## config.mk

```make
export PLATFORM = sky130hd
export DESIGN_NAME = fpadd_result_queue_flat
export DESIGN_NICKNAME = d
export VERILOG_FILES = /design/src/rtl/fpadd_result_queue_pkg.sv /design/src/rtl/fpadd_result_queue_if.sv /design/src/rtl/fpadd_result_queue_class.sv /design/src/rtl/fpadd_result_queue.sv /design/src/flat_wrapper.sv
export SDC_FILE = /design/constraint.sdc
export NUM_CORES = 1
export LEC_CHECK = 0
export CAP_MARGIN = 5
export CORE_ASPECT_RATIO = 0.5
export CORE_MARGIN = 4
export CORE_UTILIZATION = 45
export CTS_CLUSTER_DIAMETER = 150
export DETAILED_ROUTE_END_ITERATION = 16
export MAX_ROUTING_LAYER = met4
export PLACE_DENSITY = 0.72
export SYNTH_ARGS = -nofsm -noshare
export SYNTH_HDL_FRONTEND = slang
export SYNTH_SLANG_ARGS = --single-unit
```

## constraint.sdc

```tcl
create_clock -name clk -period 7.7 [get_ports clk]
set_input_delay 1.54 -clock clk [delete_from_list [all_inputs] [get_ports clk]]
set_output_delay 1.54 -clock clk [all_outputs]
set_load 0.05 [all_outputs]
```

## src/rtl/fpadd_result_queue_pkg.sv

```systemverilog
// fpadd_pkg: shared double-precision field widths and result class decoding
package fpadd_pkg;
  localparam int FP_W = 64;
  localparam int EXP_W = 11;
  localparam int FRAC_W = 52;
  localparam logic [2:0] CLS_ZERO = 3'd0;
  localparam logic [2:0] CLS_SUB = 3'd1;
  localparam logic [2:0] CLS_NORM = 3'd2;
  localparam logic [2:0] CLS_INF = 3'd3;
  localparam logic [2:0] CLS_NAN = 3'd4;
  function automatic logic [2:0] fp_class(input logic [FP_W-1:0] d);
    logic [EXP_W-1:0] e;
    logic [FRAC_W-1:0] f;
    e = d[FP_W-2 -: EXP_W];
    f = d[FRAC_W-1:0];
    return (e == '0) ? ((f == '0) ? CLS_ZERO : CLS_SUB) :
           (&e) ? ((f == '0) ? CLS_INF : CLS_NAN) : CLS_NORM;
  endfunction
endpackage

```

## src/rtl/fpadd_result_queue_if.sv

```systemverilog
// fpadd_result_queue_if: adder-side push, consumer-side pop and status of the result queue
// FPADD_RESULT_QUEUE_CLASS_EN adds class_out and clr_err
interface fpadd_result_queue_if #(parameter int DEPTH = 8);
  localparam int CW = $clog2(DEPTH) + 1;
  logic pushin, stopout, pushout, stopin, overflow;
  logic [63:0] r_in, r_out;
  logic [CW-1:0] count;
`ifdef FPADD_RESULT_QUEUE_CLASS_EN
  logic [2:0] class_out;
  logic clr_err;
  modport master(output pushin, r_in, stopin, clr_err,
                 input stopout, pushout, r_out, count, overflow, class_out);
  modport slave(input pushin, r_in, stopin, clr_err,
                output stopout, pushout, r_out, count, overflow, class_out);
`else
  modport master(output pushin, r_in, stopin,
                 input stopout, pushout, r_out, count, overflow);
  modport slave(input pushin, r_in, stopin,
                output stopout, pushout, r_out, count, overflow);
`endif
endinterface

```

## src/rtl/fpadd_result_queue_class.sv

```systemverilog
// fp_class_decode: combinational class decode of a double at push time
module fp_class_decode
  import fpadd_pkg::*;
(
  input  logic [FP_W-1:0] d,
  output logic [2:0]      cls
);
  assign cls = fp_class(d);
endmodule

```

## src/rtl/fpadd_result_queue.sv

```systemverilog
// fpadd_result_queue: FWFT circular queue behind the double adder with skid-aware stopout
// FPADD_RESULT_QUEUE_CLASS_EN stores a per-entry class code and adds clr_err
module fpadd_result_queue
  import fpadd_pkg::*;
#(
  parameter int DEPTH = 8,
  parameter int SKID = 2
) (
  input logic clk,
  input logic rst_n,
  fpadd_result_queue_if.slave q
);
  localparam int CW = $clog2(DEPTH) + 1;
  localparam int PW = CW - 1;
`ifdef FPADD_RESULT_QUEUE_CLASS_EN
  localparam int SW = FP_W + 3;
`else
  localparam int SW = FP_W;
`endif
  logic [SW-1:0] mem [DEPTH];
  logic [SW-1:0] wdata, head;
  logic [PW-1:0] wr_ptr, rd_ptr;
  logic [CW-1:0] cnt, cnt_nx;
  logic full, pop, wr, drop, stop, ov;
`ifdef FPADD_RESULT_QUEUE_CLASS_EN
  logic [2:0] cls;
  fp_class_decode u_cls (.d(q.r_in), .cls(cls));
  assign wdata = {cls, q.r_in};
  assign q.class_out = head[SW-1:FP_W];
`else
  assign wdata = q.r_in;
`endif
  always_comb begin
    full = cnt == CW'(DEPTH);
    pop = (cnt != '0) && !q.stopin;
    wr = q.pushin && (!full || pop);
    drop = q.pushin && full && !pop;
    cnt_nx = cnt + CW'(wr) - CW'(pop);
  end
  always_ff @(posedge clk)
    if (wr) mem[wr_ptr] <= wdata;
  always_ff @(posedge clk)
    if (!rst_n) begin
      wr_ptr <= '0;
      rd_ptr <= '0;
      cnt <= '0;
      stop <= 1'b0;
      ov <= 1'b0;
    end else begin
      wr_ptr <= wr_ptr + PW'(wr);
      rd_ptr <= rd_ptr + PW'(pop);
      cnt <= cnt_nx;
      stop <= cnt_nx >= CW'(DEPTH - SKID);
`ifdef FPADD_RESULT_QUEUE_CLASS_EN
      ov <= drop ? 1'b1 : q.clr_err ? 1'b0 : ov;
`else
      ov <= ov | drop;
`endif
    end
  assign head = mem[rd_ptr];
  assign q.r_out = head[FP_W-1:0];
  assign q.pushout = cnt != '0;
  assign q.count = cnt;
  assign q.stopout = stop;
  assign q.overflow = ov;
endmodule
```

## src/flat_wrapper.sv

```systemverilog
// flat-port wrapper written by rule: the top's interface ports become plain ports
module fpadd_result_queue_flat import fpadd_pkg::*;
#(
  parameter int DEPTH = 8,
  parameter int SKID = 2
)
  (clk, rst_n, q_pushin, q_r_in, q_stopin, q_stopout, q_pushout, q_r_out, q_count, q_overflow);
  fpadd_result_queue_if #(.DEPTH(DEPTH)) q_i ();
  input logic clk;
  input logic rst_n;
  input wire logic [$bits(q_i.pushin)-1:0] q_pushin;
  input wire logic [$bits(q_i.r_in)-1:0] q_r_in;
  input wire logic [$bits(q_i.stopin)-1:0] q_stopin;
  output wire logic [$bits(q_i.stopout)-1:0] q_stopout;
  output wire logic [$bits(q_i.pushout)-1:0] q_pushout;
  output wire logic [$bits(q_i.r_out)-1:0] q_r_out;
  output wire logic [$bits(q_i.count)-1:0] q_count;
  output wire logic [$bits(q_i.overflow)-1:0] q_overflow;
  assign q_i.pushin = q_pushin;
  assign q_i.r_in = q_r_in;
  assign q_i.stopin = q_stopin;
  assign q_stopout = q_i.stopout;
  assign q_pushout = q_i.pushout;
  assign q_r_out = q_i.r_out;
  assign q_count = q_i.count;
  assign q_overflow = q_i.overflow;
  fpadd_result_queue #(.DEPTH(DEPTH), .SKID(SKID)) u_core (.clk(clk), .rst_n(rst_n), .q(q_i));
endmodule
```

==> results of run 1 <==
==> Yosys cell counts, drive strengths merged <==
| cell | number | area (sq um) |
|---|---|---|
| nand3 | 1 | 5.00 |
| buf | 26 | 181 |
| or2 | 1 | 6.26 |
| mux4 | 128 | 2880 |
| nor3b | 2 | 15.0 |
| o21ai | 2 | 10.0 |
| a211o | 1 | 8.76 |
| nand2 | 4 | 15.0 |
| mux2 | 64 | 721 |
| clkbuf | 10 | 37.5 |
| and2 | 6 | 37.5 |
| nand2b | 2 | 12.5 |
| o31a | 1 | 8.76 |
| o311ai | 2 | 17.5 |
| inv | 6 | 22.5 |
| nor3 | 2 | 10.0 |
| fa | 1 | 20.0 |
| edfxtp | 512 | 15400 |
| a21oi | 3 | 15.0 |
| nor2 | 8 | 30.0 |
| or3 | 2 | 12.5 |
| dfxtp | 12 | 240 |
| nor4b | 1 | 8.76 |
| xor2 | 1 | 8.76 |
| and4b | 1 | 10.0 |
| ha | 8 | 100 |
| xnor2 | 2 | 17.5 |
| o21a | 1 | 7.51 |
==> layer usage <==
layer,track usage,wire [um],up-vias,share of wire
li1,-,-,3787,-
met1,0.205,15400,4673,0.40
met2,0.293,20500,176,0.54
met3,0.0239,1280,54,0.034
met4,0.0448,776,0,0.020
met5,-,0,-,0
==> layout make-up <==
type	count	area [sq um]
multi-input cells	244	4040
clock inverters	17	154
repair buffers	154	1510
fillers	3194	20200
flip-flops and latches	524	15600
inverters	6	22.5
clock buffers	66	1330
well taps	588	736
==> sequential cells by signal (all words and copies together) (netlist names) <==
name               flops
u_core.mem           512
u_core.q.count         4
u_core.q.overflow      1
u_core.q.stopout       1
u_core.rd_ptr          3
u_core.wr_ptr          3
==> cells by family (layout without fill, tap and decap cells) <==
group | after synthesis | count (layout) | share of synthesized area
flip-flops | 524 | 524 | 0.787
multiplexers | 192 | 192 | 0.182
buffers and inverters | 42 | 243 | 0.0122
XOR/XNOR | 3 | 3 | 0.00132
AND/OR/NAND/NOR | 30 | 30 | 0.00820
AO/OA/AOI/OAI | 10 | 10 | 0.00341
adder cells (fa/ha/maj) | 9 | 9 | 0.00606
==> through the flow <==
step | utilization | setup slack (ps)
after CTS | 0.537 | 2260
final | 0.537 | 2400
after detailed placement | 0.503 | 2850
after floorplan | - | 661
after global placement | 0.503 | 2880
after global routing | 0.537 | 2100
==> worst max-delay path by stage <==
stage / from / to / slack (ps) / cells past startpoint
after floorplan: q_stopin / u_core.mem[4][0] / 660 / 3
after global placement: u_core.rd_ptr[0] / q_r_out[57] / 2880 / 4
after detailed placement: u_core.rd_ptr[0] / q_r_out[60] / 2850 / 4
after CTS: u_core.rd_ptr[0] / q_r_out[61] / 2260 / 4
after global routing: u_core.rd_ptr[0] / q_r_out[57] / 2100 / 4
final: u_core.rd_ptr[0] / q_r_out[61] / 2400 / 4
==> where the power goes <==
group | internal, mW | leakage, nW | total, mW | switching [mW]
clock network | 1.30 | 0.725 | 2.26 | 0.959
registers | 3.31 | 4.75 | 3.40 | 0.0911
logic | 0.696 | 1.71 | 1.67 | 0.973
total | 5.30 | 7.18 | 7.33 | 2.02
==> layout by cell type, fill, tap and decap left out, types with 3 or more instances in the layout <==
cell	netlist	layout
sky130_fd_sc_hd__a21oi_1	3	3
sky130_fd_sc_hd__and2_1	6	6
sky130_fd_sc_hd__buf_4	0	15
sky130_fd_sc_hd__bufinv_16	0	3
sky130_fd_sc_hd__clkbuf_1	10	13
sky130_fd_sc_hd__clkbuf_16	0	49
sky130_fd_sc_hd__clkbuf_8	0	4
sky130_fd_sc_hd__clkdlybuf4s50_1	0	138
sky130_fd_sc_hd__clkinv_1	0	7
sky130_fd_sc_hd__clkinv_2	0	6
sky130_fd_sc_hd__dfxtp_1	12	9
sky130_fd_sc_hd__edfxtp_1	512	512
sky130_fd_sc_hd__ha_1	8	8
sky130_fd_sc_hd__inv_1	6	6
sky130_fd_sc_hd__mux2_2	64	64
sky130_fd_sc_hd__mux4_2	128	128
sky130_fd_sc_hd__nand2_1	4	4
sky130_fd_sc_hd__nor2_4	0	6
==> worst max-delay path, delay by kind of cell (launching register included) <==
kind | cells | cell delay, ps
muxes | 2 | 860
buffers and inverters | 2 | 1410
DFF | 1 | 890
==> run summary, run 1 <==
* share of the yosys chip area belonging to registers: 0.787
* register-to-register path setup slack: 4530 ps
* routed wirelength normalized by instance count: 23.7 um
* buffers from clock root to sink, at most: 3
* final hold vios: 0
* number of buffers created by CTS: 46
* # Max-Cap Violations: 0
* Worst Clk Skew: 12.0 ps
* CTS sink cnt: 524
* placed cell areas: 21900 sq um
* start point of the worst hold path: u_core.q.overflow
* cell at the root of the clock tree: sky130_fd_sc_hd__clkbuf_16
* hold_buf cts: 0
* final cycle utilization of the critical path: 0.688
* Period minus WS final: 5300 ps
* final setup violation count: 0
* weighted congestion reported at the end of routability-driven placement: 0.733
* combined global-route utilization of all metal layers: 0.166
* instance count along the most critical hold path: 1
* Achievable Freq: 189 MHz
* Slew @ Worst Pin: 1170 ps
* antenna cells: 0
* Leak Pwr: 7.18 nW
* DR vias/cell: 5.43
* drt pass-1 iters: 5
* Die X-Extent: 305 um
* Final Max Slew Viols: 0
* die height: 156 um
* worst hold endpoint: u_core.q.overflow
* global-route wire length before repair: 58600 um
* via count of the first global-routing pass: 9636
* initial standard-cell utilization of the core: 0.455
* Post-DRT Antenna Nets: 0
* ratio of cells with drive above 1 in the final layout: 0.280
* source-to-sink clock delay at the later pin of the worst-skew pair: 560 ps
* WL final: 37900 um
* number of warnings printed during yosys synthesis: 0
* number of top-level design ports: 139
* Total Power Consumption: 7.33 mW
* tightest slew margin relative to the limit: 0.207
* CTS tree: done
* crit-path cells: buf_4, mux4_2, mux2_2, clkdlybuf4s50_1
* post-synthesis instance area: 19800 sq um
* Net Count, Synth: 887
* via count: 8690
* Rows: 54
* data required time at the worst endpoint: 6160 ps
* clock transition at the registers of the reported paths: 60 ps
* Hold Path Class: reg -> reg
* die area: 47700 sq um
* Worst Setup Start Kind: flip-flop
* maximum ir drop on the vdd rail: 0.000168 V
* antenna violations before repair: 0
* HPWL after detailed placement: 20700 um
* category of the most critical setup path: reg -> out
* 1st-iter DRT viols: 783
* maximum number of pins on one net before global-route repair: 59
* Post-Layout Inst Area: 23400 sq um
* distinct cell type count after synthesis: 30
* run status: finished clean
* mean instance size in the synthesized netlist: 24.5 sq um
* quantity of gates resized following cts: 0
* post-synthesis cell count: 810
* level count of the clock H-tree: 2
* post-layout instance count excluding filler cells: 1599
* FF-to-FF Start: u_core.q.count[2]
* arrival time of data at the critical path endpoint: 3760 ps
* number of I/O port buffers: 138
* Post-route DRC: 0
* Worst Reg-to-Reg Cells: 6
* Crit-path slowest cell: sky130_fd_sc_hd__dfxtp_4
* Pwr per Cell Area: 313 nW/um^2
* tightest hold margin: 469 ps
* number of register bits inferred by synthesis: 524
* largest driver fanout on the critical path: 40
* endpoint kind of the worst setup timing path: output pin
* final net count: 1053
* total negative slack: 0 ps
* area growth from synthesis to layout: 18.0%
* Post-Place Cells: 1516
* total gr overflow: 0
* total setup buffers inserted after CTS: 0
* stage delay of the slowest cell on the critical path: 890 ps
* unrepaired setup endpoints after global routing: no
* Core Area: 43600 sq um
* worst reg2reg path endpoint: u_core.mem[1][32]
Power figures use the tool's default switching activity.
==> inputs of run 2 (changes only) <==
Clock period 7.7 ns to 5.2 ns, I/O delays scaled along.
==> run 2 against run 1 <==
Critical path depth is the same. First-iteration DRC count shrank 15%. Routed wire length shrank 0.14%. Non-clock buffer count grew 7. Sequential share of layout area shrank 0.33 points. Core utilization grew 0.28 points. Combinational power grew 51%. Register-to-register slack lost 2100 ps. Power grew 48%. Cell area grew 0.51%. Critical path type unchanged. Largest cell class unchanged.
==> run summary, run 2 (synthesis gave the netlist of run 1 again) <==
* Worst Setup Start Kind: flip-flop, unchanged
* cell at the root of the clock tree: sky130_fd_sc_hd__clkbuf_16, unchanged
* Leak Pwr: 7.22 nW, was 7.18 nW
* Core Area: 43600 sq um, unchanged
* Pwr per Cell Area: 461 nW/um^2, was 313 nW/um^2
* hold_buf cts: 0, unchanged
* HPWL after detailed placement: 21000 um, was 20700 um
* met2 GRT Util: 0.290, was 0.293
* tightest hold margin: 468 ps, was 469 ps
* Rows: 54, unchanged
* global routing usage on met3: 0.0247, was 0.0239
* tightest slew margin relative to the limit: 0.268, was 0.207
* source-to-sink clock delay at the later pin of the worst-skew pair: 550 ps, was 560 ps
* final cycle utilization of the critical path: 0.835
* area of the multi-input gates: 4050 sq um, was 4040 sq um
* drt pass-1 iters: 4, was 5
* final hold vios: 0, unchanged
* WL final: 37900 um, about the same
* Worst Clk Skew: 14.2 ps, was 12.0 ps
* sequential standard cell area: 15600 sq um, about the same
* data required time at the worst endpoint: 4160 ps, was 6160 ps
* power share of the clock group: 0.305, was 0.308
* Achievable Freq: 230 MHz
* clock transition at the registers of the reported paths: 60 ps, about the same
* final setup violation count: 0, unchanged
* CTS tree: done, unchanged
* CTS sink cnt: 524, unchanged
* CP Buf/Inv Count: 2, unchanged
* number of buffers created by CTS: 47, was 46
* level count of the clock H-tree: 2, unchanged
* via count: 8730, was 8690
* 1st-iter DRT viols: 663, was 783
* Global Route met1 Usage: 0.204, was 0.205
* via count of the first global-routing pass: 9446, was 9636
* fillers: 3166, was 3194
* combined global-route utilization of all metal layers: 0.165, was 0.166
* number of top-level design ports: 139, unchanged
* fraction of power consumed by combinational cells: 0.232, was 0.228
* stage delay of the slowest cell on the critical path: 760 ps, was 890 ps
* crit-path cells: buf_4, mux4_2, mux2_2, clkdlybuf4s50_1, unchanged
* area growth from synthesis to layout: 18.6%, was 18.0%
* unrepaired setup endpoints after global routing: no, unchanged
* weighted congestion reported at the end of routability-driven placement: 0.731, was 0.733
* Hold Path Class: reg -> reg, unchanged
* post-layout instance count excluding filler cells: 1603, was 1599
* routed wirelength normalized by instance count: 23.6 um, was 23.7 um
* Total Power Consumption: 10.9 mW, was 7.33 mW
* ratio of cells with drive above 1 in the final layout: 0.284, was 0.280
* Slew @ Worst Pin: 1100 ps, was 1170 ps
* quantity of gates resized following cts: 0, unchanged
* antenna violations before repair: 2, was 0
* initial standard-cell utilization of the core: 0.455, unchanged
* die height: 156 um, unchanged
* DR vias/cell: 5.45, was 5.43
* category of the most critical setup path: reg -> out, unchanged
* Post-DRT Antenna Nets: 0, unchanged
* Period minus WS final: 4340 ps
* die area: 47700 sq um, unchanged
* Post-Place Cells: 1523, was 1516
* Worst path top cell family by delay: buffers and inverters, unchanged
* final net count: 1061, was 1053
* number of I/O port buffers: 138, unchanged
* total negative slack: 0 ps, unchanged
* Post-route DRC: 0, unchanged
* number of flip-flops under the largest register name: 512, unchanged
* # Max-Cap Violations: 0, unchanged
* Internal Pwr Total: 7.85 mW, was 5.30 mW
* switching part of the total power: 0.276, about the same
* arrival time of data at the critical path endpoint: 3300 ps, was 3760 ps
* slack of the critical path: 859 ps, was 2400 ps
* Most Used Layer, Global Route: met2, unchanged
* Crit-path slowest cell: sky130_fd_sc_hd__clkdlybuf4s50_1, was sky130_fd_sc_hd__dfxtp_4
* run status: finished clean, unchanged
* Die X-Extent: 305 um, unchanged
* net switching power figure: 3.00 mW, was 2.02 mW
* worst slack at placement: 1360 ps, was 2850 ps
* endpoint kind of the worst setup timing path: output pin, unchanged
* sequential power share: 0.463, was 0.464
* Final Max Slew Viols: 0, unchanged
* largest driver fanout on the critical path: 28, was 40
* maximum number of pins on one net before global-route repair: 65, was 59
* total gr overflow: 0, unchanged
* most common library cell in the layout ignoring fill and taps: sky130_fd_sc_hd__edfxtp_1, unchanged
* maximum ir drop on the vdd rail: 0.000295 V, was 0.000168 V
* Biggest register: u_core.mem, unchanged
* global-route wire length before repair: 58000 um, was 58600 um
* commonest cells after routing, fill and taps aside: sky130_fd_sc_hd__edfxtp_1, sky130_fd_sc_hd__clkdlybuf4s50_1, sky130_fd_sc_hd__mux4_2, unchanged
* buffers from clock root to sink, at most: 3, unchanged
* total setup buffers inserted after CTS: 0, unchanged
## run 2: changes by cell type in the layout (fill, tap and decap cells not counted), moves of 2 or more
cell	change
sky130_fd_sc_hd__nor3_2	-2
sky130_fd_sc_hd__clkinv_1	+4
sky130_fd_sc_hd__buf_12	+6
sky130_fd_sc_hd__clkbuf_8	-4
sky130_fd_sc_hd__nor3_4	+2
sky130_fd_sc_hd__clkbuf_1	-7
sky130_fd_sc_hd__diode_2	+2
## run 2: final cells by class
type / instances / area share
Antenna cell: 2 / 0.000213
Sequential cell: 524 / 0.664
Clock buffer: 55 / 0.0531
Inverter: 6 / 0.000957
Tap cell: 588 / 0.0313
Multi-Input combinational cell: 244 / 0.172
Timing Repair Buffer: 161 / 0.0697
Clock inverter: 23 / 0.00883
## run 2: worst reg2reg max path: stages (launching register included)
cell,delay [ps]
sky130_fd_sc_hd__dfxtp_1,330
sky130_fd_sc_hd__inv_1,70
sky130_fd_sc_hd__ha_1,200
sky130_fd_sc_hd__o21ai_0,340
sky130_fd_sc_hd__o311ai_1,140
sky130_fd_sc_hd__buf_4,190
sky130_fd_sc_hd__nor2_4,740
sky130_fd_sc_hd__buf_12,400
## run 2: per-layer routing
layer	share of wire	vias up	wire length, um
met3	0.041	59	1540
li1	-	3797	-
met2	0.54	191	20300
met4	0.019	0	715
met1	0.40	4683	15300
met5	0	-	0
## run 2: worst paths after layout
check,cells after the start,startpoint,slack (ps),to
setup / recovery,4,u_core.rd_ptr[0],860,q_r_out[57]
hold / removal,1,u_core.q.overflow,470,u_core.q.overflow
setup reg to reg,7,u_core.q.count[2],2440,u_core.mem[1][31]
hold reg to reg,1,u_core.q.overflow,470,u_core.q.overflow
## run 2: metrics by stage
stage,util,cell area [sq um]
4_1_cts,0.540,23500
3_3_place_gp,0.507,22100
5_1_grt,0.540,23500
3_5_place_dp,0.507,22100
2_1_floorplan,-,19800
6_report,0.540,23500
## run 2: power groups by stage
| stage | sequential [mW] | combinational [mW] | clock, mW |
|---|---|---|---|
| 2_1_floorplan | 5.10 | 1.78 | 0 |
| 5_1_grt | 5.05 | 2.66 | 3.58 |
| 4_1_cts | 5.03 | 2.57 | 3.37 |
| 3_3_place_gp | 5.10 | 2.54 | 0 |
| 3_5_place_dp | 5.12 | 2.56 | 0 |
| 6_report | 5.02 | 2.52 | 3.31 |
==> inputs of run 3 (changes only) <==
Settings changed: PLACE_DENSITY 0.72 to 0.74.
Clock period 5.2 ns to 3.9 ns, I/O delays scaled along.
==> run 3 against run 2 <==
Global-route usage up 0.30 points. Sequential power is 33% higher. First-iteration DRC count rose by 17%. Setup slack worse by 740 ps. Clock skew grew 2.7 ps. Combinational power rose by 37%. Routed wire length up 2.4%. Sequential cell count stayed put. Cell area is 0.55% higher. Worst hold slack worse by 1.8 ps. Highest routed layer unchanged. Non-clock buffer count is 2 higher. Clock power increased by 29%.
==> run summary, run 3 (synthesis gave the netlist of run 1 again) <==
* Worst Clk Skew: 16.9 ps, was 14.2 ps
* CTS tree: done, unchanged
* initial standard-cell utilization of the core: 0.455, unchanged
* source-to-sink clock delay at the later pin of the worst-skew pair: 550 ps, about the same
* Period minus WS final: 3780 ps
* instance count along the most critical hold path: 1, unchanged
* most common library cell in the layout ignoring fill and taps: sky130_fd_sc_hd__edfxtp_1, unchanged
* core occupancy in the finished layout: 0.543, was 0.540
* combined global-route utilization of all metal layers: 0.168, was 0.165
* CTS sink cnt: 524, unchanged
* post-layout instance count excluding filler cells: 1610, was 1603
* 1st-iter DRT viols: 774, was 663
* area growth from synthesis to layout: 19.3%, was 18.6%
* Pwr per Cell Area: 609 nW/um^2, was 461 nW/um^2
* final hold vios: 0, unchanged
* number of flip-flops under the largest register name: 512, unchanged
* maximum ir drop on the vdd rail: 0.000353 V, was 0.000295 V
* via count: 8817, was 8730
* cell at the root of the clock tree: sky130_fd_sc_hd__clkbuf_16, unchanged
* drt pass-1 iters: 5, was 4
* Leak Pwr: 7.32 nW, was 7.22 nW
* worst hold endpoint: u_core.q.overflow, unchanged
* global-route wire length before repair: 59100 um, was 58000 um
* weighted congestion reported at the end of routability-driven placement: 0.739, was 0.731
* level count of the clock H-tree: 2, unchanged
* clock transition at the registers of the reported paths: 70 ps, was 60 ps
* total gr overflow: 0, unchanged
* fillers: 3119, was 3166
* die height: 156 um, unchanged
* run status: finished clean, unchanged
* Hold Path Class: reg -> reg, unchanged
* hold_buf cts: 0, unchanged
* Worst Reg-to-Reg Cells: 9, was 7
* WL final: 38800 um, was 37900 um
* Biggest register: u_core.mem, unchanged
* sequential standard cell area: 15600 sq um, unchanged
* final cycle utilization of the critical path: 0.969
* Total Power Consumption: 14.4 mW, was 10.9 mW
* Core Area: 43600 sq um, unchanged
* number of top-level design ports: 139, unchanged
* HPWL after detailed placement: 20600 um, was 21000 um
* endpoint kind of the worst setup timing path: output pin, unchanged
* antenna violations before repair: 1, was 2
* Die X-Extent: 305 um, unchanged
* Final Max Slew Viols: 0, unchanged
* category of the most critical setup path: reg -> out, unchanged
* area of the multi-input gates: 4050 sq um, unchanged
* final net count: 1062, was 1061
* worst slack at placement: 458 ps, was 1360 ps
* Post-Place Cells: 1524, was 1523
* Slew @ Worst Pin: 610 ps, was 1100 ps
* routed wirelength normalized by instance count: 24.1 um, was 23.6 um
* ratio of cells with drive above 1 in the final layout: 0.288, was 0.284
* FF-to-FF Start: u_core.q.count[2], unchanged
* total negative slack: 0 ps, unchanged
* register-to-register path setup slack: 1180 ps, was 2440 ps
* final setup violation count: 0, unchanged
* Post-route DRC: 0, unchanged
* data required time at the worst endpoint: 3120 ps, was 4160 ps
* die area: 47700 sq um, unchanged
* slack of the critical path: 121 ps, was 859 ps
* commonest cells after routing, fill and taps aside: sky130_fd_sc_hd__edfxtp_1, sky130_fd_sc_hd__clkdlybuf4s50_1, sky130_fd_sc_hd__mux4_2, unchanged
* Worst Setup Start Kind: flip-flop, unchanged
* Post-DRT Antenna Nets: 0, unchanged
* start point of the worst hold path: u_core.q.overflow, unchanged
* worst reg2reg path endpoint: u_core.q.stopout, was u_core.mem[1][31]
* worst setup path startpoint: u_core.rd_ptr[0], unchanged
* Rows: 54, unchanged
* largest driver fanout on the critical path: 24, was 28
* Achievable Freq: 265 MHz
* DR vias/cell: 5.48, was 5.45
* arrival time of data at the critical path endpoint: 3000 ps, was 3300 ps
* number of I/O port buffers: 138, unchanged
* buffers from clock root to sink, at most: 3, unchanged
* # Max-Cap Violations: 0, unchanged
* via count of the first global-routing pass: 9610, was 9446
* tightest slew margin relative to the limit: 0.592, was 0.268
* number of buffers created by CTS: 46, was 47
* maximum number of pins on one net before global-route repair: 65, unchanged
run 3: cell count changes in the layout (fill, tap and decap cells not counted), moves of 3 or more:
cell                              before  now
sky130_fd_sc_hd__buf_4                16    7
sky130_fd_sc_hd__clkdlybuf4s50_1     138  130
sky130_fd_sc_hd__clkbuf_1              6   10
sky130_fd_sc_hd__clkinv_2              7   13
sky130_fd_sc_hd__buf_12                7   17
sky130_fd_sc_hd__bufinv_16             4    1
sky130_fd_sc_hd__dlymetal6s2s_1        0    8
run 3: metrics by stage:
step,hold WS [ps],instance area (sq um)
after floorplan,492,19800
after global placement,448,22200
final,466,23700
after global routing,494,23700
after detailed placement,455,22200
after CTS,470,23600
run 3: worst max-delay path by stage:
stage	end	slack (ps)	cells after the start
2_1_floorplan	u_core.mem[5][0]	-870	5
3_3_place_gp	q_r_out[63]	460	4
3_5_place_dp	q_r_out[63]	460	4
4_1_cts	q_r_out[63]	20	4
5_1_grt	q_r_out[58]	-4	4
6_report	q_r_out[40]	120	4
run 3: cell type report:
type                    count  share of cell area
diodes                      1            0.000106
clock buffers              59              0.0534
clock inverters            25             0.00608
inverters                   6            0.000952
multi-input cells         244               0.171
flip-flops and latches    524               0.660
well taps                 588              0.0311
repair buffers            163              0.0770
run 3: routing by layer:
layer  GRT usage  wire length, um  vias to the layer above
li1            -                -                     3809
met1       0.212            15600                     4735
met2       0.292            20800                      220
met3      0.0247             1590                       53
met4      0.0430              748                        0
met5           -                0                        -
run 3: repair_timing:
action	in CTS	in global routing
setup endpoints to repair	53	8
resized for setup	0	8
setup buffers	1	0
run 3: critical path, cell delays in order, from the launching register on:
cell and delay (ps):
sky130_fd_sc_hd__dfxtp_4 590, sky130_fd_sc_hd__buf_12 280, sky130_fd_sc_hd__mux4_2 540, sky130_fd_sc_hd__mux2_2 300, sky130_fd_sc_hd__clkdlybuf4s50_1 710
run 3: power by group:
| part | internal, mW | switching [mW] | total, mW |
|---|---|---|---|
| logic | 1.46 | 2.00 | 3.46 |
| registers | 6.53 | 0.150 | 6.68 |
| clock network | 2.35 | 1.91 | 4.26 |
| total | 10.3 | 4.06 | 14.4 |
